===== src/rtl/nitta_run_ctrl_pkg.sv =====
// Shared types for the NITTA board run controller.
//   mode_e    : run-controller state, also exported on the mode pins
//   led_sel_e : which debug byte drives the LEDs (code 3 is never produced)
//   led_next  : LED selector rotation used by key0 while running
package nitta_run_ctrl_pkg;

  typedef enum logic [1:0] {
    MODE_HALT  = 2'd0,
    MODE_STEP  = 2'd1,
    MODE_RUN   = 2'd2,
    MODE_DRAIN = 2'd3
  } mode_e;

  typedef enum logic [1:0] {
    LED_STATUS = 2'd0,
    LED_BUS1   = 2'd1,
    LED_BUS2   = 2'd2
  } led_sel_e;

  function automatic led_sel_e led_next(input led_sel_e cur);
    case (cur)
      LED_STATUS: return LED_BUS1;
      LED_BUS1:   return LED_BUS2;
      default:    return LED_STATUS;
    endcase
  endfunction

endpackage


===== src/rtl/nitta_run_ctrl_if.sv =====
// Board-side signal bundle of the run controller.
//   key_n        : raw active-low push keys (asynchronous)
//   boost_req    : raw dip switch, 1 = request the 200 MHz processor clock
//   net_clk_slow : slow / single-step processor clock
//   boost_sel    : 1 = top level muxes clk_200MHz onto the processor clock
//   led_sel      : debug byte shown on the LEDs
//   mode         : controller state
//   cycle_cnt    : count of net_clk_slow rising edges
// master = board/stimulus side, slave = controller side.
interface nitta_run_ctrl_if #(
  parameter int CNT_W = 16
);
  import nitta_run_ctrl_pkg::*;

  logic [1:0]       key_n;
  logic             boost_req;
  logic             net_clk_slow;
  logic             boost_sel;
  led_sel_e         led_sel;
  mode_e            mode;
  logic [CNT_W-1:0] cycle_cnt;

  modport master (
    output key_n, boost_req,
    input  net_clk_slow, boost_sel, led_sel, mode, cycle_cnt
  );

  modport slave (
    input  key_n, boost_req,
    output net_clk_slow, boost_sel, led_sel, mode, cycle_cnt
  );

endinterface


===== src/rtl/nitta_key_debounce.sv =====
// Push-key conditioner: 2-FF synchroniser, stability counter, debounced
// level and a one-cycle press pulse on the released->pressed transition.
//   clk_5kHz : controller clock
//   rst      : synchronous, active-high; level returns to "released"
//   key_n    : raw active-low key, asynchronous
//   press    : registered one-cycle pulse per accepted press
module nitta_key_debounce #(
  parameter int DEBOUNCE = 50
) (
  input  logic clk_5kHz,
  input  logic rst,
  input  logic key_n,
  output logic press
);

  localparam int CW = $clog2(DEBOUNCE + 1);

  // Synchroniser carries the pressed sense (1 = pressed) so reset value 0 means released.
  logic [1:0]    sync_q;
  logic          level_q;
  logic [CW-1:0] cnt_q;

  // NOTE: all state here updates with non-blocking assignments so every register
  // samples the pre-edge values of the others; reset is synchronous to clk_5kHz.
  always_ff @(posedge clk_5kHz) begin
    if (rst) begin
      sync_q  <= '0;
      level_q <= 1'b0;
      cnt_q   <= '0;
      press   <= 1'b0;
    end else begin
      sync_q <= {sync_q[0], ~key_n};
      press  <= 1'b0;
      if (sync_q[1] == level_q) begin
        cnt_q <= '0;
      end else if (cnt_q == CW'(DEBOUNCE - 1)) begin
        // DEBOUNCE-th consecutive opposite sample: accept the new level.
        level_q <= sync_q[1];
        cnt_q   <= '0;
        press   <= sync_q[1];
      end else begin
        cnt_q <= cnt_q + 1'b1;
      end
    end
  end

endmodule


===== src/rtl/nitta_run_ctrl.sv =====
// Run controller for the NITTA processor on the FPGA demo board.
// Owns the slow processor clock (HALT / single STEP / continuous RUN with a
// DRAIN that never truncates a high pulse), the glitch-safe boost select,
// the LED debug-byte selector and a rising-edge counter.
//   clk_5kHz : controller clock from the PLL
//   rst      : synchronous, active-high reset
//   bus      : slave side of nitta_run_ctrl_if (keys, dip, all outputs)
// All outputs come straight from registers.
module nitta_run_ctrl #(
  parameter int SLOW_DIV = 5000,
  parameter int DEBOUNCE = 50,
  parameter int CNT_W    = 16
) (
  input logic             clk_5kHz,
  input logic             rst,
  nitta_run_ctrl_if.slave bus
);
  import nitta_run_ctrl_pkg::*;

  localparam int HALF = SLOW_DIV / 2;
  localparam int PW   = $clog2(SLOW_DIV);

  logic             press0;
  logic             press1;
  logic             both;
  logic [1:0]       boost_sync_q;
  mode_e            mode_q;
  led_sel_e         led_q;
  logic [PW-1:0]    phase_q;
  logic             clk_q;
  logic             boost_q;
  logic [CNT_W-1:0] cnt_q;
  logic             phase_last;
  logic             phase_hi;
  logic             halt_now;
  logic             clk_d;

  nitta_key_debounce #(.DEBOUNCE(DEBOUNCE)) u_key0 (
    .clk_5kHz (clk_5kHz),
    .rst      (rst),
    .key_n    (bus.key_n[0]),
    .press    (press0)
  );

  nitta_key_debounce #(.DEBOUNCE(DEBOUNCE)) u_key1 (
    .clk_5kHz (clk_5kHz),
    .rst      (rst),
    .key_n    (bus.key_n[1]),
    .press    (press1)
  );

  assign both       = press0 & press1;
  assign phase_last = (phase_q == PW'(SLOW_DIV - 1));
  assign phase_hi   = (phase_q < PW'(HALF));

  // Stop from RUN while the output is low: hold it low on this edge too, so a
  // phase wrapping to 0 cannot start a pulse that HALT would then leave high.
  assign halt_now = (mode_q == MODE_RUN) && press1 && !press0 && !clk_q;

  // Next value of the slow clock; shared by the output register and the edge counter.
  assign clk_d = (mode_q != MODE_HALT) && !halt_now && phase_hi;

  always_ff @(posedge clk_5kHz) begin
    if (rst) begin
      boost_sync_q <= '0;
      mode_q       <= MODE_HALT;
      led_q        <= LED_STATUS;
      phase_q      <= '0;
      clk_q        <= 1'b0;
      boost_q      <= 1'b0;
      cnt_q        <= '0;
    end else begin
      boost_sync_q <= {boost_sync_q[0], bus.boost_req};
      clk_q        <= clk_d;

      if (!clk_q && clk_d) begin
        cnt_q <= cnt_q + 1'b1;
      end

      // Switching clock sources is only safe while the slow clock is parked low.
      if (mode_q == MODE_HALT && !clk_q) begin
        boost_q <= boost_sync_q[1];
      end

      if (mode_q != MODE_HALT) begin
        phase_q <= phase_last ? '0 : phase_q + 1'b1;
      end

      if (both) begin
        led_q <= LED_STATUS;
      end

      case (mode_q)
        MODE_HALT: begin
          if (!both) begin
            if (press1) begin
              mode_q  <= MODE_RUN;
              phase_q <= '0;
            end else if (press0) begin
              mode_q  <= MODE_STEP;
              phase_q <= '0;
            end
          end
        end
        MODE_STEP: begin
          if (phase_last) mode_q <= MODE_HALT;
        end
        MODE_RUN: begin
          if (!both) begin
            if (press0) begin
              led_q <= led_next(led_q);
            end else if (press1) begin
              mode_q <= clk_q ? MODE_DRAIN : MODE_HALT;
            end
          end
        end
        MODE_DRAIN: begin
          // Last high tick is emitted on this edge; HALT pulls the output low next.
          if (phase_q == PW'(HALF - 1)) mode_q <= MODE_HALT;
        end
        default: mode_q <= MODE_HALT;
      endcase
    end
  end

  assign bus.net_clk_slow = clk_q;
  assign bus.boost_sel    = boost_q;
  assign bus.led_sel      = led_q;
  assign bus.mode         = mode_q;
  assign bus.cycle_cnt    = cnt_q;

endmodule


===== src/flat_wrapper.sv =====
// flat-port wrapper written by rule: the top's interface ports become plain ports
module nitta_run_ctrl_flat import nitta_run_ctrl_pkg::*;
#(
  parameter int SLOW_DIV = 5000,
  parameter int DEBOUNCE = 50,
  parameter int CNT_W    = 16
)
  (clk_5kHz, rst, bus_key_n, bus_boost_req, bus_net_clk_slow, bus_boost_sel, bus_led_sel, bus_mode, bus_cycle_cnt);
  nitta_run_ctrl_if #(.CNT_W(CNT_W)) bus_i ();
  input logic clk_5kHz;
  input logic rst;
  input wire logic [$bits(bus_i.key_n)-1:0] bus_key_n;
  input wire logic [$bits(bus_i.boost_req)-1:0] bus_boost_req;
  output wire logic [$bits(bus_i.net_clk_slow)-1:0] bus_net_clk_slow;
  output wire logic [$bits(bus_i.boost_sel)-1:0] bus_boost_sel;
  output wire logic [$bits(bus_i.led_sel)-1:0] bus_led_sel;
  output wire logic [$bits(bus_i.mode)-1:0] bus_mode;
  output wire logic [$bits(bus_i.cycle_cnt)-1:0] bus_cycle_cnt;
  assign bus_i.key_n = bus_key_n;
  assign bus_i.boost_req = bus_boost_req;
  assign bus_net_clk_slow = bus_i.net_clk_slow;
  assign bus_boost_sel = bus_i.boost_sel;
  assign bus_led_sel = bus_i.led_sel;
  assign bus_mode = bus_i.mode;
  assign bus_cycle_cnt = bus_i.cycle_cnt;
  nitta_run_ctrl #(.SLOW_DIV(SLOW_DIV), .DEBOUNCE(DEBOUNCE), .CNT_W(CNT_W)) u_core (.clk_5kHz(clk_5kHz), .rst(rst), .bus(bus_i));
endmodule

===== config.mk =====
export PLATFORM = sky130hd
export DESIGN_NAME = nitta_run_ctrl_flat
export DESIGN_NICKNAME = d
export VERILOG_FILES = /design/src/rtl/nitta_run_ctrl_pkg.sv /design/src/rtl/nitta_run_ctrl_if.sv /design/src/rtl/nitta_key_debounce.sv /design/src/rtl/nitta_run_ctrl.sv /design/src/flat_wrapper.sv
export SDC_FILE = /design/constraint.sdc
export NUM_CORES = 1
export LEC_CHECK = 0
export ABC_AREA = 1
export CAP_MARGIN = 20
export CELL_PAD_IN_SITES_DETAIL_PLACEMENT = 1
export CELL_PAD_IN_SITES_GLOBAL_PLACEMENT = 1
export CORE_ASPECT_RATIO = 2
export CORE_MARGIN = 2
export CORE_UTILIZATION = 30
export CTS_BUF_LIST = sky130_fd_sc_hd__clkbuf_4 sky130_fd_sc_hd__clkbuf_8
export CTS_CLUSTER_SIZE = 10
export DETAILED_ROUTE_END_ITERATION = 16
export GPL_ROUTABILITY_DRIVEN = 0
export PLACE_DENSITY_LB_ADDON = 0.1
export SLEW_MARGIN = 20
export SYNTH_ARGS = -nofsm -noshare
export SYNTH_HDL_FRONTEND = slang
export SYNTH_HIERARCHICAL = 1
export SYNTH_SLANG_ARGS = --single-unit

===== constraint.sdc =====
create_clock -name clk_5kHz -period 1.88 [get_ports clk_5kHz]
set_input_delay 0.188 -clock clk_5kHz [delete_from_list [all_inputs] [get_ports clk_5kHz]]
set_output_delay 0.188 -clock clk_5kHz [all_outputs]
set_load 0.005 [all_outputs]

======== Yosys cells after proc, flatten, opt, wreduce, memory -nomap -nowiden ========
Cells that the tools add are included.
W data, S select, Z words.
word-level totals
  register bits after elaboration ......... 57
  input port bits ......................... 5
  output and inout port bits .............. 22
  logic and storage cells ................. 85
operators by class
  $add $sub $neg .......................... 4
  order comparisons ....................... 1
  equal/unequal tests ..................... 17
  multiplexer cells ....................... 21
  bitwise gates (word level) .............. 7
  reduce and logical (&&, ||, !) cells .... 20
operators with widths
  operator                 count
  $mux W13                 6
  $mux W2                  13
  $add A16 B1 Y16 const B  1
  $add A13 B1 Y13 const B  1
  $eq A13 B12 Y1 const B   1
  $eq A13 B13 Y1 const B   1
  $lt A13 B12 Y1 const B   1
  $add A6 B1 Y6 const B    2
  $eq A6 B6 Y1 const B     2
  $reduce_or A3 Y1         4
  $ne A2 B2 Y1 const B     4
  $pmux W2 S4              1
  $logic_and A1 B1 Y1      7
  $reduce_and A7 Y1        1
  $not A1 Y1               6
  $eq A2 B1 Y1 const B     2
  $eq A2 B2 Y1 const B     2
  $logic_not A2 Y1         2
  $ne A2 B1 Y1 const B     2
  $pmux W2 S2              1
  $reduce_and A2 Y1        2
  $logic_not A1 Y1         3
  $ne A3 B3 Y1 const B     1
  $eq A1 B1 Y1             2
  other kinds (2)          2

======== Logic depth before layout (Yosys ltp) ========
Gate-level depths: netlist (run 1).
  word-level depth ........................ 8
  mapped depth ............................ 11
  depth with buffers taken out ............ 11

======== Cells and area by module ========
Netlist (run 1), hierarchy kept.
by module, submodules not included
  module              times used  cells an instance  area an instance (sq um)  sequential area each (sq um)
  nitta_run_ctrl      1           344                2288.4                    740.7
  nitta_key_debounce  2           50                 412.9                     200.2

======== Worst setup path after synthesis (run 1) ========
OpenSTA, ideal clock, no wires.
  kind .................................... register to register
  from .................................... register u_core.phase_q[0]
  to ...................................... register u_core.phase_q[12]
  setup time .............................. 0.116 ns
  arrival time ............................ 1.311 ns
  required time ........................... 1.764 ns
  setup slack ............................. 0.453 ns
  cell stages (with the launch flop) ...... 11
  path buffers ............................ 0
  period minus slack after synthesis ...... 1.427 ns
  path through ............................ dfxtp_1 ha_1 nand2_1 inv_1 nand3_1 nor2_1 inv_1 nor2_1 nand2_1 o21ai_0 nor2_1
between the ends
  word-level cells in the longest chain between the ends .. 7
  elaborated cells between the ends (all ways) .. 8
  those cells by class .................... add/sub (1); eq/ne (1); mux (6)
RTL lines
  item                                               line                                        RTL
  start: declaration                                 nitta_run_ctrl.sv:29                        logic [PW-1:0] phase_q;
  start signal: assignment                           nitta_run_ctrl.sv:86                        phase_q <= phase_last ? '0 : phase_q + 1'b1;
  $add A13 B1 Y13 or $eq A13 B13 Y1 (tied branches)  nitta_run_ctrl.sv:86, nitta_run_ctrl.sv:53
  $mux W13 *                                         nitta_run_ctrl.sv:86
  $mux W13 *                                         nitta_run_ctrl.sv:85                        if (mode_q != MODE_HALT) begin
  $mux W13                                           nitta_run_ctrl.sv:99                        end else if (press0) begin
  $mux W13                                           nitta_run_ctrl.sv:96                        if (press1) begin
  $mux W13                                           nitta_run_ctrl.sv:95                        if (!both) begin
  $mux W13 *                                         nitta_run_ctrl.sv:93                        case (mode_q)
Every way passes the cells marked *; elsewhere a longest branch is shown, timed or not.
A chain may end at the register's enable or synchronous reset.

======== Final worst setup path (run 1) ========
  from .................................... register u_core.phase_q[1]
  to ...................................... register u_core.phase_q[12]
The elaborated chain is that of the path after synthesis.

==> reports/summary.md, run 1 <==
GRT
• first-pass GRT wire length: 15.18 mm
• global routing usage summed across all routing layers: 17.06%
• total overflow reported by the global router: 0
• vias in the first global route: 3,213
• antenna violations before repair: 0
• pin count of the biggest net entering global routing: 34

Power and ir drop
• Power Dens Cells: 793.6 nW/um^2
• total leakage power: 0.001308 uW
• largest voltage drop on the vdd net: 0.3984 mV
• power consumption: 3005 uW

Route
• length of the first detailed-routing pass in iterations: 4
• DR vias: 2,993
• Routed Antenna Nets: 0
• wire length per cell: 14.27 um
• DRC violation total after the first TritonRoute iteration: 61
• drt drc: 0
• vias per cell: 4.812
• final WL: 8.875 mm

STA
• final setup violating endpoints: 0
• Max Freq: 0.6048 GHz
• final setup skew: 0.009219 ns
• Least-Margin Pin Slew: 0.3739 ns
• worst path setup slack after routing: 0.2266 ns
• Final period util: 87.95%
• number of endpoints with negative hold slack in the final report: 0
• final worst path period need: 1.653 ns
• worst max-slew margin expressed relative to the limit: 75.03%
• Setup Total Neg Slack: 0 ns
• number of slew-limit violations in the final report: 0
• RSZ-0062 raised after global routing: false

Clock network
• Reg clk slew, reported paths: 0.07 ns
• number of hold-repair buffers added at the cts stage: 0
• TritonCTS clock tree: built
• clock network latency to the later pin of the worst-skew pair: 0.34 ns
• CTS Root Cell: sky130_fd_sc_hd__clkbuf_8
• # clock sinks: 57
• Clock Path Buffers: 2
• CTS HTree Levels: 3
• post-cts resize count: 0
• number of buffers inserted during clock tree synthesis: 9
• postcts setup bufs: 0

Status
• result of the run: finished, final reports clean

Setup path
• data required time at the worst endpoint: 2.11 ns
• arrival time of data at the critical path endpoint: 1.88 ns
• worst setup path category: reg2reg
• sort of element at the start of the critical path: flop
• critical path fanouts, max: 4
• Critical Path Sink Type: flop
• worst reg2reg setup slack: 0.23 ns

Worst hold path
• Hold Path Class: in2reg

Die
• floorplan core area: 10,080 sq um
• horizontal extent of the die: 76.05 um
• cell row count: 52
• overall die area: 11,260 sq um
• IO Count: 27
• effective utilization at floorplan: 30.88%
• die boundary height: 148.1 um

Yosys
• area of the mapped netlist: 3114 sq um
• number of storage elements in the synthesis netlist: 57
• number of different library cells in the post-synthesis netlist: 34
• Yosys warning total: 6
• Mapped Cells: 444
• Mapped Nets: 455
• mean area per synthesized cell: 7.014 sq um
• sequential element share of the synthesized area: 36.64%

Placement
• dpl ws: 0.2165 ns
• number of input and output port buffers inserted: 26
• placed wire-length estimate after detailed placement: 6.832 mm

Final layout
• number of nets in the layout: 494
• fill cell instance count of the final layout: 1,295
• final antenna diode count: 0
• ratio of cells with drive above 1 in the final layout: 14.37%
• Synth-to-Final Area Change: 21.57%

Flow run
• Max Cap Viol: 0

cells in the mapped netlist (all sizes together):
| library cell | instances | area, sq um |
|---|---|---|
| nor3 | 7 | 35.03 |
| o21ai | 17 | 88.84 |
| a21oi | 34 | 226.5 |
| xnor2 | 5 | 43.79 |
| clkbuf | 4 | 15.01 |
| nor2 | 65 | 292.8 |
| buf | 2 | 25.02 |
| nor4 | 1 | 6.260 |
| o21a | 2 | 15.01 |
| o211ai | 1 | 7.510 |
| inv | 51 | 191.4 |
| ha | 6 | 75.07 |
| nand2 | 129 | 526.8 |
| and2 | 1 | 6.260 |
| nand4 | 15 | 108.9 |
| clkinv | 1 | 3.750 |
| dfxtp | 57 | 1141 |
| a211oi | 1 | 7.510 |
| nand3b | 2 | 15.01 |
| o22ai | 3 | 18.77 |
| nand3 | 31 | 185.2 |
| xor2 | 9 | 78.83 |
critical path: stages, from the launching register on:
cell                      delay [ns]
sky130_fd_sc_hd__dfxtp_1        0.38
sky130_fd_sc_hd__ha_2           0.22
sky130_fd_sc_hd__nand2_1        0.11
sky130_fd_sc_hd__inv_1          0.07
sky130_fd_sc_hd__nand3_1        0.10
sky130_fd_sc_hd__nor2_1         0.15
sky130_fd_sc_hd__inv_1          0.10
sky130_fd_sc_hd__nor2_1         0.12
sky130_fd_sc_hd__nand2_1        0.08
sky130_fd_sc_hd__o21ai_0        0.16
sky130_fd_sc_hd__nor2_1         0.05
sequential cells by signal, summed over array words and instances (netlist names):
signal                   count
u_core/bus.led_sel           2
u_core/u_key1/sync_q         2
u_core/bus.cycle_cnt        16
u_core/u_key1/level_q        1
u_core/u_key0/sync_q         2
u_core/phase_q              13
u_core/u_key0/cnt_q          6
u_core/boost_sync_q          2
u_core/bus.mode              2
u_core/bus.net_clk_slow      1
u_core/u_key0/level_q        1
u_core/bus.boost_sel         1
u_core/u_key1/press          1
u_core/u_key0/press          1
u_core/u_key1/cnt_q          6
placed cells by master (no fill, tap or decap), types with 2 or more instances in the layout:
cell type                         count
sky130_fd_sc_hd__nand2_1            114
sky130_fd_sc_hd__nor2_1              57
sky130_fd_sc_hd__dfxtp_1             57
sky130_fd_sc_hd__inv_1               49
sky130_fd_sc_hd__clkdlybuf4s50_1     26
sky130_fd_sc_hd__nand3_1             25
sky130_fd_sc_hd__a21oi_1             21
sky130_fd_sc_hd__o21ai_0             16
sky130_fd_sc_hd__nand2_2             14
sky130_fd_sc_hd__nand4_1             14
sky130_fd_sc_hd__a21oi_2             12
sky130_fd_sc_hd__clkbuf_8             9
sky130_fd_sc_hd__xor2_1               9
sky130_fd_sc_hd__nor3_1               7
sky130_fd_sc_hd__buf_4                7
sky130_fd_sc_hd__nand3_2              6
sky130_fd_sc_hd__xnor2_1              5
sky130_fd_sc_hd__ha_1                 5
sky130_fd_sc_hd__nor2_2               4
sky130_fd_sc_hd__clkinv_2             3
sky130_fd_sc_hd__nor2_4               3
sky130_fd_sc_hd__o22ai_1              3
sky130_fd_sc_hd__bufinv_16            2
sky130_fd_sc_hd__inv_2                2
sky130_fd_sc_hd__o21a_1               2
sky130_fd_sc_hd__nand3b_1             2
power breakdown:
part,internal [uW],switching [uW]
combinational,167,314
clock,733,501
sequential,1240,44.4
total,2140,860
final timing paths:
| check | to | cells past startpoint | start |
|---|---|---|---|
| worst max-delay path | u_core/phase_q[12]$_SDFF_PP0_ | 10 | u_core/phase_q[1]$_SDFF_PP0_ |
| worst min-delay path | u_core/u_key0/sync_q[0]$_SDFF_PP0_ | 2 | bus_key_n[0] |
| worst max register to register | u_core/phase_q[12]$_SDFF_PP0_ | 10 | u_core/phase_q[1]$_SDFF_PP0_ |
| worst min register to register | u_core/u_key1/sync_q[1]$_SDFF_PP0_ | 2 | u_core/u_key1/sync_q[0]$_SDFF_PP0_ |
routing by layer:
metal / part of all wire, % / vias up / global-route usage, % / routed length [um]
li1: - / 1508 / - / -
met1: 39 / 1445 / 16.96 / 3479
met2: 57 / 29 / 33.97 / 5027
met3: 2.0 / 11 / 3.155 / 177
met4: 2.1 / 0 / 7.091 / 190
met5: 0 / - / 0 / 0
cells by family (layout without fill, tap and decap cells):
family	after synthesis	count (layout)	share of synthesized area [%]
AOI/OAI and AO/OA	58	58	11.69
xor gates and xnor gates	14	14	3.937
adders and majority gates	6	6	2.411
buffers and inverters	58	101	7.553
DFF	57	57	36.64
and+or+nand+nor	251	251	37.77
per-stage QoR:
stage	utilization, %	std cells	hold WS, ns	area [sq um]
2_1_floorplan	-	444	0.2504	3114
3_3_place_gp	35.46	607	0.3923	3576
3_5_place_dp	35.46	607	0.3969	3576
4_1_cts	37.52	622	0.3523	3784
5_1_grt	37.54	622	0.3722	3786
6_report	37.54	622	0.3720	3786
final cells by class:
class / instances / area [sq um] / area share (%)
Multi-Input combinational cell: 329 / 1740 / 45.97
Inverter: 52 / 195.2 / 5.155
Clock buffer: 9 / 123.9 / 3.272
Clock inverter: 6 / 83.83 / 2.214
Tap cell: 135 / 168.9 / 4.461
Sequential cell: 57 / 1141 / 30.14
Timing Repair Buffer: 34 / 332.8 / 8.790
Note: power is estimated with default switching activity, not from simulation.
==> run 2: changes to the inputs <==
Settings changed: CTS_BUF_LIST sky130_fd_sc_hd__clkbuf_4 sky130_fd_sc_hd__clkbuf_8 to sky130_fd_sc_hd__clkbuf_2, PLACE_DENSITY set to 0.58, PLACE_DENSITY_LB_ADDON 0.1 to unset.
==> reports/summary.md, run 2 (synthesis results as in run 1) <==
Clock network
• TritonCTS clock tree: built
• # clock sinks: 57, unchanged
• CTS Root Cell: sky130_fd_sc_hd__clkbuf_2
• number of buffers inserted during clock tree synthesis: 9, unchanged
• post-cts resize count: 0, unchanged
• Clock Path Buffers: 2, unchanged
• Reg clk slew, reported paths: 0.18 ns, +0.11 ns
• CTS HTree Levels: 3, unchanged
• postcts setup bufs: 0, unchanged
• clock network latency to the later pin of the worst-skew pair: 0.49 ns, +0.15 ns
• number of hold-repair buffers added at the cts stage: 0, unchanged

Final layout
• sequential standard cell area: 1144 sq um, +0.22%
• multi-input combinational cell area: 1738 sq um, -0.14%
• number of nets in the layout: 492, -0.40%
• ratio of cells with drive above 1 in the final layout: 14.20%, -0.18 points
• fill cell instance count of the final layout: 1,306, +0.85%
• most frequent cells in the layout: 114 x sky130_fd_sc_hd__nand2_1, 57 x sky130_fd_sc_hd__nor2_1, 55 x sky130_fd_sc_hd__dfxtp_1
• most frequent standard cell in the layout excluding fill and tap cells: sky130_fd_sc_hd__nand2_1
• max reg flops: 16, unchanged
• final design utilization: 36.67%, -0.87 points
• Synth-to-Final Area Change: 18.76%

Route
• DR vias: 2,979, -0.47%
• final WL: 8.696 mm, -2.0%
• wire length per cell: 13.98 um, -2.0%
• vias per cell: 4.789, -0.47%
• drt drc: 0, unchanged
• length of the first detailed-routing pass in iterations: 5, +1
• Routed Antenna Nets: 0, unchanged
• DRC violation total after the first TritonRoute iteration: 68, +11%

STA
• Setup Total Neg Slack: 0 ns, unchanged
• Final period util: 92.55%, +4.6 points
• number of endpoints with negative hold slack in the final report: 0, unchanged
• worst path setup slack after routing: 0.1400 ns, -0.08658 ns
• Max Freq: 0.5747 GHz, -5.0%
• RSZ-0062 raised after global routing: false
• final setup violating endpoints: 0, unchanged
• final worst path period need: 1.740 ns, +0.08658 ns
• number of slew-limit violations in the final report: 0, unchanged
• worst max-slew margin expressed relative to the limit: 65.34%, -9.7 points
• Least-Margin Pin Slew: 0.5193 ns, +0.1454 ns
• final setup skew: 0.02317 ns, +0.01395 ns

Die
• effective utilization at floorplan: 30.88%, unchanged
• overall die area: 11,260 sq um, unchanged
• die boundary height: 148.1 um, unchanged
• floorplan core area: 10,080 sq um, unchanged
• cell row count: 52, unchanged
• IO Count: 27, unchanged
• horizontal extent of the die: 76.05 um, unchanged

GRT
• global routing usage summed across all routing layers: 16.28%, -0.78 points
• pin count of the biggest net entering global routing: 34, unchanged
• vias in the first global route: 3,037, -5.5%
• first-pass GRT wire length: 14.39 mm, -5.2%
• antenna violations before repair: 1, +1
• total overflow reported by the global router: 0, unchanged

Status
• result of the run: finished, final reports clean

Setup path
• sort of element at the start of the critical path: flop
• data required time at the worst endpoint: 1.69 ns, -0.42 ns
• ordered cell list for the critical path: clkdlybuf4s50_1
• kind of cell adding the most delay to the critical path: buffers and inverters
• worst setup path category: reg2out
• CP max stage cell: sky130_fd_sc_hd__clkdlybuf4s50_1
• buffering stage count on the worst path with inverters included: 1, -1
• worst reg2reg setup slack: 0.17 ns, -0.06 ns
• arrival time of data at the critical path endpoint: 1.55 ns, -0.33 ns
• Critical Path Sink Type: output port
• delay of the slowest critical-path stage: 0.56 ns, +0.18 ns
• critical path fanouts, max: 6, +2

Placement
• dpl ws: 0.1880 ns, -0.02849 ns
• placed wire-length estimate after detailed placement: 6.548 mm, -4.2%
• number of input and output port buffers inserted: 26, unchanged

Power and ir drop
• part of the power in combinational logic: 17.7%, +1.7 points
• power share of the sequential group: 47.6%, +4.7 points
• total leakage power: 0.001276 uW, -2.4%
• switching share of total power: 31.57%, +3.0 points
• internal cell power: 1851 uW, -14%
• net switching power: 854.1 uW, -0.63%
• clock power share: 34.7%, -6.4 points
• Power Dens Cells: 731.5 nW/um^2, -7.8%
• largest voltage drop on the vdd net: 0.3171 mV, -20%

Flow run
• Max Cap Viol: 0, unchanged

Worst hold path
• Hold Path Class: in2reg

==> run 2: final cells by class <==
type | instances | area share, %
inverter | 52 | 5.277
antenna | 1 | 0.06766
timing repair buffer | 32 | 8.593
multi-input combinational | 329 | 46.99
sequential | 57 | 30.92
clock buffer | 10 | 1.353
tap | 135 | 4.567
clock inverter | 6 | 2.233
==> run 2: final timing paths <==
kind,from,depth (start not counted),to
setup / recovery,u_core/bus.mode[1]$_SDFFE_PP0P_,1,bus_mode[1]
hold reg to reg,u_core/boost_sync_q[0]$_SDFF_PP0_,2,u_core/boost_sync_q[1]$_SDFF_PP0_
setup reg to reg,u_core/phase_q[0]$_SDFF_PP0_,10,u_core/phase_q[12]$_SDFF_PP0_
hold / removal,bus_boost_req,3,u_core/boost_sync_q[0]$_SDFF_PP0_
==> run 2: metal layers <==
layer | vias to the layer above | GRT usage [%] | wire, um
li1 | 1502 | - | -
met1 | 1427 | 16.31 | 3401
met2 | 37 | 31.25 | 4846
met3 | 13 | 3.641 | 204
met4 | 0 | 7.909 | 243
met5 | - | 0 | 0
==> run 2: stage by stage <==
step	std cells	hold WS [ns]	power (uW)	cell area (sq um)
2_1_floorplan	444	0.2504	1632	3114
6_report	622	0.2126	2706	3699
4_1_cts	621	0.1271	2774	3694
3_3_place_gp	605	0.3913	1802	3561
5_1_grt	622	0.1311	2863	3699
3_5_place_dp	605	0.4018	1808	3561
==> run 2: power groups by stage <==
stage                     Combinational [uW]  Clock, uW  Sequential, uW
after floorplan                          323          0            1310
after global placement                   487          0            1310
after detailed placement                 494          0            1310
after CTS                                495        989            1290
after global routing                     533       1030            1300
final                                    478        939            1290
==> run 3: changes to the inputs <==
Settings changed: CORE_UTILIZATION 30 to 43, PLACE_DENSITY 0.58 to 0.8.
==> reports/summary.md, run 3 (synthesis results as in run 1) <==
Status
• result of the run: finished, final reports clean

Final layout
• ratio of cells with drive above 1 in the final layout: 14.78%, +0.59 points
• area of all placed cells without fillers: 3640 sq um, -1.6%
• Synth-to-Final Area Change: 16.87%
• most frequent cells in the layout: 114 x sky130_fd_sc_hd__nand2_1, 56 x sky130_fd_sc_hd__nor2_1, 55 x sky130_fd_sc_hd__dfxtp_1
• number of nets in the layout: 495, +0.61%
• final antenna diode count: 0, -1
• most frequent standard cell in the layout excluding fill and tap cells: sky130_fd_sc_hd__nand2_1
• max reg flops: 16, unchanged

STA
• worst max-slew margin expressed relative to the limit: 64.18%, -1.2 points
• Final period util: 94.01%, +1.5 points
• number of slew-limit violations in the final report: 0, unchanged
• final setup skew: 0.02099 ns, -0.002179 ns
• Max Freq: 0.5658 GHz, -1.6%
• Least-Margin Pin Slew: 0.5367 ns, +0.01744 ns
• number of endpoints with negative hold slack in the final report: 0, unchanged
• final setup violating endpoints: 0, unchanged
• Setup Total Neg Slack: 0 ns, unchanged
• RSZ-0062 raised after global routing: false
• final worst path period need: 1.767 ns, +0.02742 ns

Power and ir drop
• largest voltage drop on the vdd net: 0.5687 mV, +79%
• Power Dens Cells: 732.5 nW/um^2, +0.13%
• total leakage power: 0.001283 uW, +0.57%

Setup path
• Critical Path Sink Type: output port
• worst setup path category: reg2out
• ordered cell list for the critical path: clkdlybuf4s50_1
• CP max stage cell: sky130_fd_sc_hd__clkdlybuf4s50_1
• kind of cell adding the most delay to the critical path: buffers and inverters
• data required time at the worst endpoint: 1.69 ns, about the same
• delay of the slowest critical-path stage: 0.56 ns, about the same
• critical path fanouts, max: 6, unchanged
• sort of element at the start of the critical path: flop
• buffering stage count on the worst path with inverters included: 1, unchanged
• arrival time of data at the critical path endpoint: 1.58 ns, +0.03 ns

Flow run
• Max Cap Viol: 0, unchanged

GRT
• vias in the first global route: 3,172, +4.4%
• pin count of the biggest net entering global routing: 34, unchanged
• total overflow reported by the global router: 0, unchanged
• global routing usage summed across all routing layers: 23.01%, +6.7 points
• first-pass GRT wire length: 14.33 mm, -0.38%
• antenna violations before repair: 0, -1

Die
• horizontal extent of the die: 64.18 um, -16%
• cell row count: 43, -17%
• die boundary height: 124.4 um, -16%
• overall die area: 7980 sq um, -29%
• floorplan core area: 6994 sq um, -31%
• effective utilization at floorplan: 44.53%, +14 points
• IO Count: 27, unchanged

Clock network
• CTS Root Cell: sky130_fd_sc_hd__clkbuf_2
• postcts setup bufs: 0, unchanged
• CTS HTree Levels: 3, unchanged
• # clock sinks: 57, unchanged
• clock network latency to the later pin of the worst-skew pair: 0.52 ns, +0.03 ns
• number of hold-repair buffers added at the cts stage: 0, unchanged
• TritonCTS clock tree: built
• Reg clk slew, reported paths: 0.16 ns, -0.02 ns
• number of buffers inserted during clock tree synthesis: 9, unchanged
• Clock Path Buffers: 2, unchanged

Route
• DRC violation total after the first TritonRoute iteration: 98, +44%
• length of the first detailed-routing pass in iterations: 4, -1
• final WL: 8.484 mm, -2.4%
• Routed Antenna Nets: 0, unchanged
• wire length per cell: 14.70 um, +5.2%
• DR vias: 3,028, +1.6%
• vias per cell: 5.248, +9.6%
• drt drc: 0, unchanged

Placement
• number of input and output port buffers inserted: 26, unchanged
• placed wire-length estimate after detailed placement: 6.561 mm, +0.20%
• placed cell areas: 3515 sq um, -1.3%

Worst hold path
• Hold Path Class: in2reg

[run 3: cell count changes in the layout (fill, tap and decap cells not counted)]
cell / previous run / this run
sky130_fd_sc_hd__buf_4: 5 / 9
sky130_fd_sc_hd__buf_12: 1 / 0
sky130_fd_sc_hd__nor2_1: 57 / 56
sky130_fd_sc_hd__clkinv_4: 1 / 0
sky130_fd_sc_hd__clkinv_1: 2 / 1
sky130_fd_sc_hd__diode_2: 1 / 0
sky130_fd_sc_hd__nor2_2: 4 / 5
[run 3: report_power, final]
group	internal, uW	total (uW)	leakage, uW	switching (uW)
combinational	164	471	0.000744	308
sequential	1250	1290	0.000462	43.4
clock	428	905	0.0000776	477
total	1840	2670	0.00128	828
[run 3: repair_timing]
action                     in CTS  in global routing
pin swaps                       0                  0
gates resized for setup         1                  2
setup endpoints to repair       1                  2
cloned                          0                  0
[run 3: layer usage]
metal	global-route usage, %	vias up	part of all wire (%)
met4	10.64	0	2.9
met3	5.601	16	2.6
li1	-	1510	-
met2	43.87	45	57
met5	0	-	0
met1	22.13	1457	38
[run 3: per-stage QoR]
stage	hold slack (ns)	instances	power, uW	worst slack (ns)	util, %
floorplan	0.2504	444	1632	0.4535	-
global placement	0.3970	563	1770	0.2838	50.25
detailed placement	0.4028	563	1789	0.2031	50.25
CTS	0.1507	577	2699	0.04860	51.99
finish	0.1845	577	2666	0.1126	52.04
global route	0.1391	577	2797	0.007244	52.04
[run 3: cell type report]
class | count | area [sq um]
inverters | 52 | 195.2
fillers | 934 | 3354
well taps | 90 | 112.6
clock inverters | 4 | 70.07
multi-input cells | 329 | 1740
flip-flops and latches | 57 | 1144
repair buffers | 35 | 327.8
clock buffers | 10 | 50.05
[run 3: path summary, 6_finish.rpt]
check	from	to	slack [ns]	cells past startpoint
worst max register to register	u_core/phase_q[0]$_SDFF_PP0_	u_core/phase_q[12]$_SDFF_PP0_	0.17	10
worst min-delay path	bus_key_n[1]	u_core/u_key1/sync_q[0]$_SDFF_PP0_	0.18	2
worst max-delay path	u_core/bus.cycle_cnt[2]$_SDFFE_PP0P_	bus_cycle_cnt[2]	0.11	1
worst min register to register	u_core/u_key1/sync_q[0]$_SDFF_PP0_	u_core/u_key1/sync_q[1]$_SDFF_PP0_	0.42	2
